--- src/rtl/max_pool_pkg.sv ---
`default_nettype none
// ============================================================================
// Module : max_pool_pkg
// Purpose: Shared types and constants for the max-pool feeder.
//          - state_e        : feeder FSM state encoding
//          - REP_*          : repetition codes driven to the max-reduction tree
//          - signed_min()   : most negative two's complement value of a width
// Ports  : none (package)
// Rev    : 1.0  initial release
// ============================================================================
package max_pool_pkg;

   typedef enum logic [1:0] {
      ST_IDLE    = 2'd0,
      ST_FILL    = 2'd1,
      ST_COMPUTE = 2'd2,
      ST_OUTPUT  = 2'd3
   } state_e;

   // Repetition codes understood by the reducer. REP_FIRST makes the reducer
   // register load MIN; any other code makes it load pool_prev.
   localparam logic [1:0] REP_FIRST = 2'b00;
   localparam logic [1:0] REP_MID   = 2'b01;
   localparam logic [1:0] REP_LAST  = 2'b10;

   localparam int unsigned MAX_DW = 64;

   // Only the sign bit set: the identity element of a signed max.
   function automatic logic [MAX_DW-1:0] signed_min(input int unsigned dw);
      logic [MAX_DW-1:0] one;
      one        = {{(MAX_DW-1){1'b0}}, 1'b1};
      signed_min = one << (dw - 1);
   endfunction

endpackage : max_pool_pkg
`default_nettype wire

--- src/rtl/pool_lane_packer.sv ---
`default_nettype none
// ============================================================================
// Module : pool_lane_packer
// Purpose: Lane counter plus BANK-lane register file. Each write stores the
//          element in the lane addressed by the counter and advances it; the
//          counter wraps to 0 after the last lane.
// Ports  : clk_i      - clock
//          rstn_i     - asynchronous active-low reset
//          clr_i      - restart packing at lane 0
//          wr_en_i    - write wr_data_i into the current lane
//          wr_data_i  - element to store
//          lanes_o    - packed lanes, lane i at [i*DATA_WIDTH +: DATA_WIDTH]
//          lane_cnt_o - current lane index
//          full_o     - current lane is the last one (next write completes)
// Rev    : 1.0  initial release
// ============================================================================
module pool_lane_packer #(
   parameter int unsigned DATA_WIDTH = 8,
   parameter int unsigned BANK       = 32,
   parameter int unsigned LANE_W     = (BANK > 1) ? $clog2(BANK) : 1
) (
   input  logic                       clk_i,
   input  logic                       rstn_i,
   input  logic                       clr_i,
   input  logic                       wr_en_i,
   input  logic [DATA_WIDTH-1:0]      wr_data_i,
   output logic [DATA_WIDTH*BANK-1:0] lanes_o,
   output logic [LANE_W-1:0]          lane_cnt_o,
   output logic                       full_o
);

   localparam logic [LANE_W-1:0] LAST_LANE = LANE_W'(BANK - 1);

   logic [LANE_W-1:0] lane_cnt_q;
   logic [LANE_W-1:0] lane_cnt_d;
   logic              w_full;

   assign w_full = (lane_cnt_q == LAST_LANE);

   always_comb begin
      lane_cnt_d = lane_cnt_q;
      if (clr_i) begin
         lane_cnt_d = '0;
      end else if (wr_en_i) begin
         lane_cnt_d = w_full ? '0 : lane_cnt_q + LANE_W'(1);
      end
   end

   always_ff @(posedge clk_i or negedge rstn_i) begin
      if (!rstn_i) begin
         lane_cnt_q <= '0;
      end else begin
         lane_cnt_q <= lane_cnt_d;
      end
   end

   // One register per lane; only the addressed lane captures the element.
   for (genvar i = 0; i < BANK; i++) begin : g_lane
      logic [DATA_WIDTH-1:0] lane_q;

      always_ff @(posedge clk_i or negedge rstn_i) begin
         if (!rstn_i) begin
            lane_q <= '0;
         end else if (wr_en_i && !clr_i && (lane_cnt_q == LANE_W'(i))) begin
            lane_q <= wr_data_i;
         end
      end

      assign lanes_o[i*DATA_WIDTH +: DATA_WIDTH] = lane_q;
   end : g_lane

   assign lane_cnt_o = lane_cnt_q;
   assign full_o     = w_full;

endmodule : pool_lane_packer
`default_nettype wire

--- src/rtl/max_pool_feeder.sv ---
`default_nettype none
// ============================================================================
// Module : max_pool_feeder
// Purpose: Producer side of the 32-lane signed max-reduction tree. Packs a
//          serial element stream into BANK-wide chunks, presents each chunk
//          to the reducer with the matching repetition code, feeds the
//          running maximum back through pool_prev and emits one pooled result
//          per window of cfg_chunks chunks on a valid/ready port.
// Ports  : clk, rstn            - clock, asynchronous active-low reset
//          start, cfg_chunks    - window start pulse and chunks per window
//          busy                 - window in progress
//          s_valid/s_data/s_ready - element input stream
//          pool_din/pool_rep/pool_prev - drive to reducer
//          pool_dout            - reducer result
//          m_valid/m_data/m_ready - pooled result stream
// Rev    : 1.0  initial release
// ============================================================================
module max_pool_feeder
   import max_pool_pkg::*;
#(
   parameter int unsigned DATA_WIDTH = 8,
   parameter int unsigned BANK       = 32,
   parameter int unsigned CNT_W      = 8
) (
   input  logic                       clk,
   input  logic                       rstn,
   input  logic                       start,
   input  logic [CNT_W-1:0]           cfg_chunks,
   output logic                       busy,
   input  logic                       s_valid,
   input  logic [DATA_WIDTH-1:0]      s_data,
   output logic                       s_ready,
   output logic [DATA_WIDTH*BANK-1:0] pool_din,
   output logic [1:0]                 pool_rep,
   output logic [DATA_WIDTH-1:0]      pool_prev,
   input  logic [DATA_WIDTH-1:0]      pool_dout,
   output logic                       m_valid,
   output logic [DATA_WIDTH-1:0]      m_data,
   input  logic                       m_ready
);

   localparam logic [DATA_WIDTH-1:0] MIN_VAL = DATA_WIDTH'(signed_min(DATA_WIDTH));
   localparam int unsigned LANE_W = (BANK > 1) ? $clog2(BANK) : 1;

   state_e                  state_q,     state_d;
   logic [CNT_W-1:0]        chunks_q,    chunks_d;
   logic [CNT_W-1:0]        chunk_cnt_q, chunk_cnt_d;
   logic [DATA_WIDTH-1:0]   acc_q,       acc_d;
   logic                    m_valid_q,   m_valid_d;
   logic [DATA_WIDTH-1:0]   m_data_q,    m_data_d;

   logic                    w_pk_clr;
   logic                    w_pk_wr;
   logic                    w_pk_full;
   logic [LANE_W-1:0]       w_lane_cnt;
   logic                    w_first_chunk;
   logic                    w_last_chunk;
   logic [1:0]              w_chunk_rep;

   // -------------------------------------------------------------------------
   // Chunk packing
   // -------------------------------------------------------------------------
   pool_lane_packer #(
      .DATA_WIDTH (DATA_WIDTH),
      .BANK       (BANK),
      .LANE_W     (LANE_W)
   ) u_packer (
      .clk_i      (clk),
      .rstn_i     (rstn),
      .clr_i      (w_pk_clr),
      .wr_en_i    (w_pk_wr),
      .wr_data_i  (s_data),
      .lanes_o    (pool_din),
      .lane_cnt_o (w_lane_cnt),
      .full_o     (w_pk_full)
   );

   // -------------------------------------------------------------------------
   // Repetition code for the chunk currently being filled / computed. The
   // first chunk always uses REP_FIRST so the reducer starts from MIN even
   // when the window has a single chunk.
   // -------------------------------------------------------------------------
   assign w_first_chunk = (chunk_cnt_q == '0);
   assign w_last_chunk  = (chunk_cnt_q == (chunks_q - CNT_W'(1)));

   always_comb begin
      w_chunk_rep = REP_MID;
      if (w_first_chunk) begin
         w_chunk_rep = REP_FIRST;
      end else if (w_last_chunk) begin
         w_chunk_rep = REP_LAST;
      end
   end

   // -------------------------------------------------------------------------
   // FSM next-state and outputs
   // -------------------------------------------------------------------------
   always_comb begin
      state_d     = state_q;
      chunks_d    = chunks_q;
      chunk_cnt_d = chunk_cnt_q;
      acc_d       = acc_q;
      m_valid_d   = m_valid_q;
      m_data_d    = m_data_q;
      busy        = 1'b1;
      s_ready     = 1'b0;
      pool_rep    = REP_FIRST;
      w_pk_clr    = 1'b0;
      w_pk_wr     = 1'b0;

      case (state_q)
         ST_IDLE: begin
            busy = 1'b0;
            if (start) begin
               state_d     = ST_FILL;
               chunks_d    = (cfg_chunks == '0) ? CNT_W'(1) : cfg_chunks;
               chunk_cnt_d = '0;
               w_pk_clr    = 1'b1;
            end
         end

         ST_FILL: begin
            s_ready  = 1'b1;
            pool_rep = w_chunk_rep;
            w_pk_wr  = s_valid;
            // The packer wraps its lane counter itself on the last lane.
            if (s_valid && w_pk_full) begin
               state_d = ST_COMPUTE;
            end
         end

         ST_COMPUTE: begin
            pool_rep    = w_chunk_rep;
            acc_d       = pool_dout;
            chunk_cnt_d = chunk_cnt_q + CNT_W'(1);
            if (w_last_chunk) begin
               m_data_d  = pool_dout;
               m_valid_d = 1'b1;
               state_d   = ST_OUTPUT;
            end else begin
               state_d   = ST_FILL;
            end
         end

         ST_OUTPUT: begin
            // start is not looked at here, so a start coincident with the
            // accept is dropped.
            if (m_ready) begin
               m_valid_d = 1'b0;
               acc_d     = MIN_VAL;
               state_d   = ST_IDLE;
            end
         end

         default: begin
            state_d = ST_IDLE;
         end
      endcase
   end

   // -------------------------------------------------------------------------
   // State registers
   // -------------------------------------------------------------------------
   always_ff @(posedge clk or negedge rstn) begin
      if (!rstn) begin
         state_q     <= ST_IDLE;
         chunks_q    <= CNT_W'(1);
         chunk_cnt_q <= '0;
         acc_q       <= MIN_VAL;
         m_valid_q   <= 1'b0;
         m_data_q    <= '0;
      end else begin
         state_q     <= state_d;
         chunks_q    <= chunks_d;
         chunk_cnt_q <= chunk_cnt_d;
         acc_q       <= acc_d;
         m_valid_q   <= m_valid_d;
         m_data_q    <= m_data_d;
      end
   end

   assign pool_prev = acc_q;
   assign m_valid   = m_valid_q;
   assign m_data    = m_data_q;

endmodule : max_pool_feeder
`default_nettype wire

--- config.mk ---
export PLATFORM = sky130hd
export DESIGN_NAME = max_pool_feeder
export DESIGN_NICKNAME = d
export VERILOG_FILES = /design/src/rtl/max_pool_pkg.sv /design/src/rtl/pool_lane_packer.sv /design/src/rtl/max_pool_feeder.sv
export SDC_FILE = /design/constraint.sdc
export NUM_CORES = 1
export LEC_CHECK = 0
export CORE_MARGIN = 4
export CORE_UTILIZATION = 38
export CTS_CLUSTER_SIZE = 14
export DETAILED_ROUTE_END_ITERATION = 7
export HOLD_SLACK_MARGIN = 0.12
export SYNTH_ARGS = -nofsm -noshare
export SYNTH_HDL_FRONTEND = slang
export SYNTH_SLANG_ARGS = --single-unit
--- constraint.sdc ---
create_clock -name clk -period 4.2 [get_ports clk]
set_input_delay 0.84 -clock clk [delete_from_list [all_inputs] [get_ports clk]]
set_output_delay 0.84 -clock clk [all_outputs]
set_load 0.02 [all_outputs]
# After elaboration in Yosys (flattened, before gate mapping)

Cells that the tools add are included.

Bits in latches: 0
RAM bits: 0
Memories kept: 0
Bits in registers: 296
ROM bits: 0
Bits of input ports: 29

Div/mod/pow operators: 0
Muxes and demuxes: 24
Bitwise operators: 0
$mul: 0
Shifts and indexed selects: 0
Equal/unequal tests: 39
Add/subtract/negate cells: 3
Order comparisons: 0
Reduce and logical (&&, ||, !) cells: 49

Operators with widths:

| kind                  | count |
|---|---|
| $eq A5 B5 Y1 const B  | 16 |
| $eq A5 B4 Y1 const B  | 8 |
| $logic_and A1 B1 Y1   | 34 |
| $pmux W8 S2           | 2 |
| $mux W8               | 3 |
| $eq A5 B3 Y1 const B  | 4 |
| $logic_not A8 Y1      | 2 |
| $mux W5               | 3 |
| $mux W2               | 7 |
| $eq A5 B2 Y1 const B  | 2 |
| $add A8 B1 Y8 const B | 1 |
| $eq A8 B8 Y1          | 1 |
| $ne A2 B2 Y1 const B  | 4 |
| $pmux W2 S4           | 1 |
| $reduce_and A2 Y1     | 4 |
| $sub A8 B1 Y8 const B | 1 |
| $mux W1               | 7 |
| $reduce_and A3 Y1     | 2 |
| $reduce_bool A2 Y1    | 3 |
| $add A5 B1 Y5 const B | 1 |
| $eq A5 B1 Y1 const B  | 1 |
| $logic_not A5 Y1      | 1 |
| $eq A2 B2 Y1 const B  | 2 |
| $eq A2 B1 Y1 const B  | 1 |
| 4 further kinds       | 4 |

# Longest topological paths before layout

Word-level depth: 5
Gate-level depth with buffers: 10
Gate-level depth less buffers: 8

# Modules after synthesis

Synthesis repeated with hierarchy kept, for this count alone.

Cell total of the unflattened synthesis: 827
Area, all modules: 12099.1 um^2

By module, submodules not included:

| module           | seq. area each (um^2) | area an instance (um^2) | times used | cells each |
|---|---|---|---|---|
| pool_lane_packer | 6531.3                | 10186.0                 | 1          | 639 |
| max_pool_feeder  | 878.3                 | 1913.1                  | 1          | 188 |

# Worst setup path after synthesis

OpenSTA, ideal clock, no wires.

Path kind: register to output
From: register chunks_q[0]
To: output pool_rep[0]
Data arrival time: 1.941 ns
Required time: 3.360 ns
Cell stages (with the launch flop): 10
Buffers on the path: 1
Path slack: 1.419 ns
Cells stage by stage: dfstp_2 inv_1 ha_1 clkbuf_2 and2b_2 o21bai_4 a2111oi_4 nand4_1 nand2b_1 nor2b_1

Longest elaborated chain between the ends: 5

RTL lines:

| what                   | line                   | source |
|---|---|---|
| start, declared        | max_pool_feeder.sv:46  | `logic [CNT_W-1:0] chunks_q, chunks_d;` |
| start signal, assigned | max_pool_feeder.sv:174 | `chunks_q <= chunks_d;` |
| $sub A8 B1 Y8          | max_pool_feeder.sv:84  | `assign w_last_chunk = (chunk_cnt_q == (chunks_q - CNT_W'(1)));` |
| $eq A8 B8 Y1           | max_pool_feeder.sv:84  |  |
| $mux W2                | max_pool_feeder.sv:90  | `end else if (w_last_chunk) begin` |
| $mux W2                | max_pool_feeder.sv:88  | `if (w_first_chunk) begin` |
| $mux W2                | max_pool_feeder.sv:111 | `case (state_q)` |
| end, declared          | max_pool_feeder.sv:34  | `output logic [1:0] pool_rep,` |

No other way between the ends.

# Worst setup path after layout

From: register chunks_q[1]
To: output pool_rep[1]

The elaborated chain is that of the path after synthesis.

==> impl_metrics.ini <==
[outcome]
outcome = complete, no violations

[critical_path]
required_ps = 3360
r2r_cells = 8
path_delay_family = simple AND/OR/NAND/NOR gates
endpoint_kind = output pin
path_cells = inv_1, ha_1, and2b_2, o21bai_4, a2111oi_4, nand4_1, nand2b_1, nor2_1, clkdlybuf4s50_1
crit_slowest_cell = clkdlybuf4s50_1
cp.depth = 9
cp-start-kind = flop
criticalPathCategory = flop to output pin
slowest_delay_ps = 610
critPathArrivalTime_ps = 3020
crit_buf_inv = 2
crit_fanout = 8

[synth]
ys_warn_count = 0
seq_area_frac_synth_pct = 61.9
ys_top_cells_by_area = dfrtp_1 (61%), mux2_2 (24%), nand2_1 (1.6%)
synth-main-ff-cell = dfrtp_1
async_flop_share_pct = 100
synth_top_family_by_area = multiplexers
muxShareOfSynthArea_pct = 25.8
synth_top_cell_by_area = dfrtp_1
synth-seq-cells = 296
syn_nets = 876
ys_top_cells_by_count = dfrtp_1 (294), mux2_2 (257), nand2_1 (52)
yosysMostFrequentCell = dfrtp_1
netlist_area_um2 = 12000
synth.distinct_cells = 45
synth_compound_area_share_pct = 2.56
synthXorXnorAreaFrac_pct = 0.878
synth-simple-area-share_pct = 5.38
synth_edf_count = 0
synthCells = 833
yosys.area.top_type_share_pct = 61.5
synthAdderAreaFrac_pct = 1.46
syn_area_per_cell_um2 = 14.4

[clock_network]
numCtsBuffers = 35
cts_buffer_depth = 3
postCtsHoldBufs = 0
clock_sinks = 296
worstSkewPairLatency_ps = 510
clockRootBuffer = clkbuf_16
post_cts_buffers = 0
htreeDepth = 2
ctsResizeCount = 0
clkTransAtPathRegs_ps = 50
cts_tree = yes

[finish]
nNetsFinal = 1201
syn_to_final_growth_pct = 40.1
multi_input_comb_area_um2 = 4330
nFillCells = 2617
fin_util_pct = 54.4
n_antenna_cell = 0
fin_area_um2 = 16800
drive_above_1_share_pct = 30.3
register_area_um2 = 7410

[timing]
setup_viol = 0
final.min_clock_period_ps = 3860
setup_tns_ps = 0
max_freq_ghz = 0.259
skew_ps = 21.3
hold_viol = 0
relSlewSlack_pct = 31.1
rsz0062_at_grt = false
final-max-slew-violation-count = 0
worst_slew_pin_slew_ps = 1030
finalCritPeriodShare_pct = 92.0

[place]
gp_congestion = 0.823
port_buffers = 305
dp_hpwl_um = 23200
dpl-instance-area_um2 = 15600

[global_route]
grt_pass1_vias = 8363
grt_use_total_pct = 19.9
antenna_found_initial = 0
grt_pass1_wl_um = 52400
grt_max_degree = 108
grt_overflow_total = 0

[die]
dieWidth_um = 185
io_pins = 306
initial_core_util_pct = 38.8
core-area_um2 = 30800
die_h_um = 185
rows = 64
dieArea_um2 = 34400

[routing]
routedWlPerCell_um = 21.9
remaining_drc_errors = 0
post_drt_via_cell_ratio = 5.04
drt-total-wl_um = 34600
ant_nets = 0
first_iter_violations = 310
dr_total_vias = 7951
first_pass_iters = 4

[pwr]
power_mw = 8.48
cellLeakagePower_nw = 7.89
comb_power_share_pct = 22.6
ir_drop_v = 0.000407
internal_power_mw = 6.05
p_per_area_nw_per_um2 = 506
seqPwrFrac_pct = 40.1
switching_share_pct = 28.7
power_frac_clock_pct = 37.2
p_switching_mw = 2.43

[flow_run]
maxCapViolCount = 0

[worst_hold_path]
hp-class = input pin to asynchronous set/reset pin
-- cell usage in the layout, fill, tap and decap left out, types with 3 or more instances in the layout --
cell / instances
a21oi_1: 12
clkbuf_1: 7
nand2_1: 52
buf_4: 26
nor2_1: 30
nor3_2: 5
clkdlybuf4s50_1: 304
bufinv_16: 5
mux2i_1: 8
nand2b_1: 4
xnor2_1: 6
nor4_1: 3
nand4_1: 5
dfrtp_1: 294
clkbuf_16: 36
o21ai_0: 19
nor3_1: 5
mux2_2: 257
a211oi_1: 3
nand3_1: 13
and3_1: 4
mux2_4: 8
xor2_1: 6
clkbuf_8: 6
ha_1: 14
inv_1: 14
nor2b_1: 4
-- area by class of cell --
type | instances | area share (%)
clock buffer | 49 | 6.02
clock inverter | 11 | 1.19
inverter | 14 | 0.313
multi-input combinational | 479 | 25.8
sequential | 296 | 44.2
tap | 396 | 2.96
timing repair buffer | 332 | 19.5
-- worst paths after layout --
| path | end | start | slack, ps |
|---|---|---|---|
| max | pool_rep[1] | chunks_q[1] | 340 |
| min | u_packer.g_lane[1].lane_q[2] | rstn | 410 |
| max reg2reg | m_data[6] | chunks_q[1] | 1440 |
| min reg2reg | pool_prev[7] | pool_prev[7] | 490 |
| max in group asynchronous | m_data[6] | rstn | 2700 |
| min in group clk | pool_prev[7] | pool_prev[7] | 490 |
-- stage by stage --
stage | worst slack, ps | std cells | hold WS (ps)
2_1_floorplan | 1420 | 833 | 465
3_3_place_gp | 902 | 1517 | 478
3_5_place_dp | 859 | 1517 | 484
4_1_cts | 306 | 1577 | 429
5_1_grt | 150 | 1577 | 452
6_report | 336 | 1577 | 405
-- per-layer routing --
metal  wire length (um)  part of all wire [%]  GRT usage, %  vias to the layer above
met5                  0                     0             0                        -
met4               1010                   2.9          5.84                        0
met3               2640                   7.6          6.18                       57
met2              16100                    46          31.1                      241
met1              14900                    43          26.8                     4073
li1                   -                     -             -                     3580
-- state kept, by name (all words and copies together) (netlist names) --
| register | flops |
|---|---|
| u_packer.g_lane.lane_q | 256 |
| chunk_cnt_q | 8 |
| chunks_q | 8 |
| m_data | 8 |
| pool_prev | 8 |
| u_packer.lane_cnt_o | 5 |
| state_q | 2 |
| m_valid | 1 |
-- kinds of logic (layout without fill, tap and decap cells) --
kind of cell             Yosys count  count (layout)
XOR/XNOR                          12              12
AND/OR/NAND/NOR                  134             134
buffers and inverters             58             406
multiplexers                     273             273
adder cells (fa/ha/maj)           14              14
AO/OA/AOI/OAI                     46              46
flip-flops                       296             296
-- power by group through the flow --
stage / combinational (mW) / clock [mW] / sequential (mW)
CTS: 1.94 / 3.24 / 3.40
finish: 1.92 / 3.16 / 3.40
global placement: 1.92 / 0 / 3.45
global route: 2.08 / 3.38 / 3.44
floorplan: 0.857 / 0 / 3.67
detailed placement: 1.94 / 0 / 3.45
Note: power is estimated with default switching activity, not from simulation.
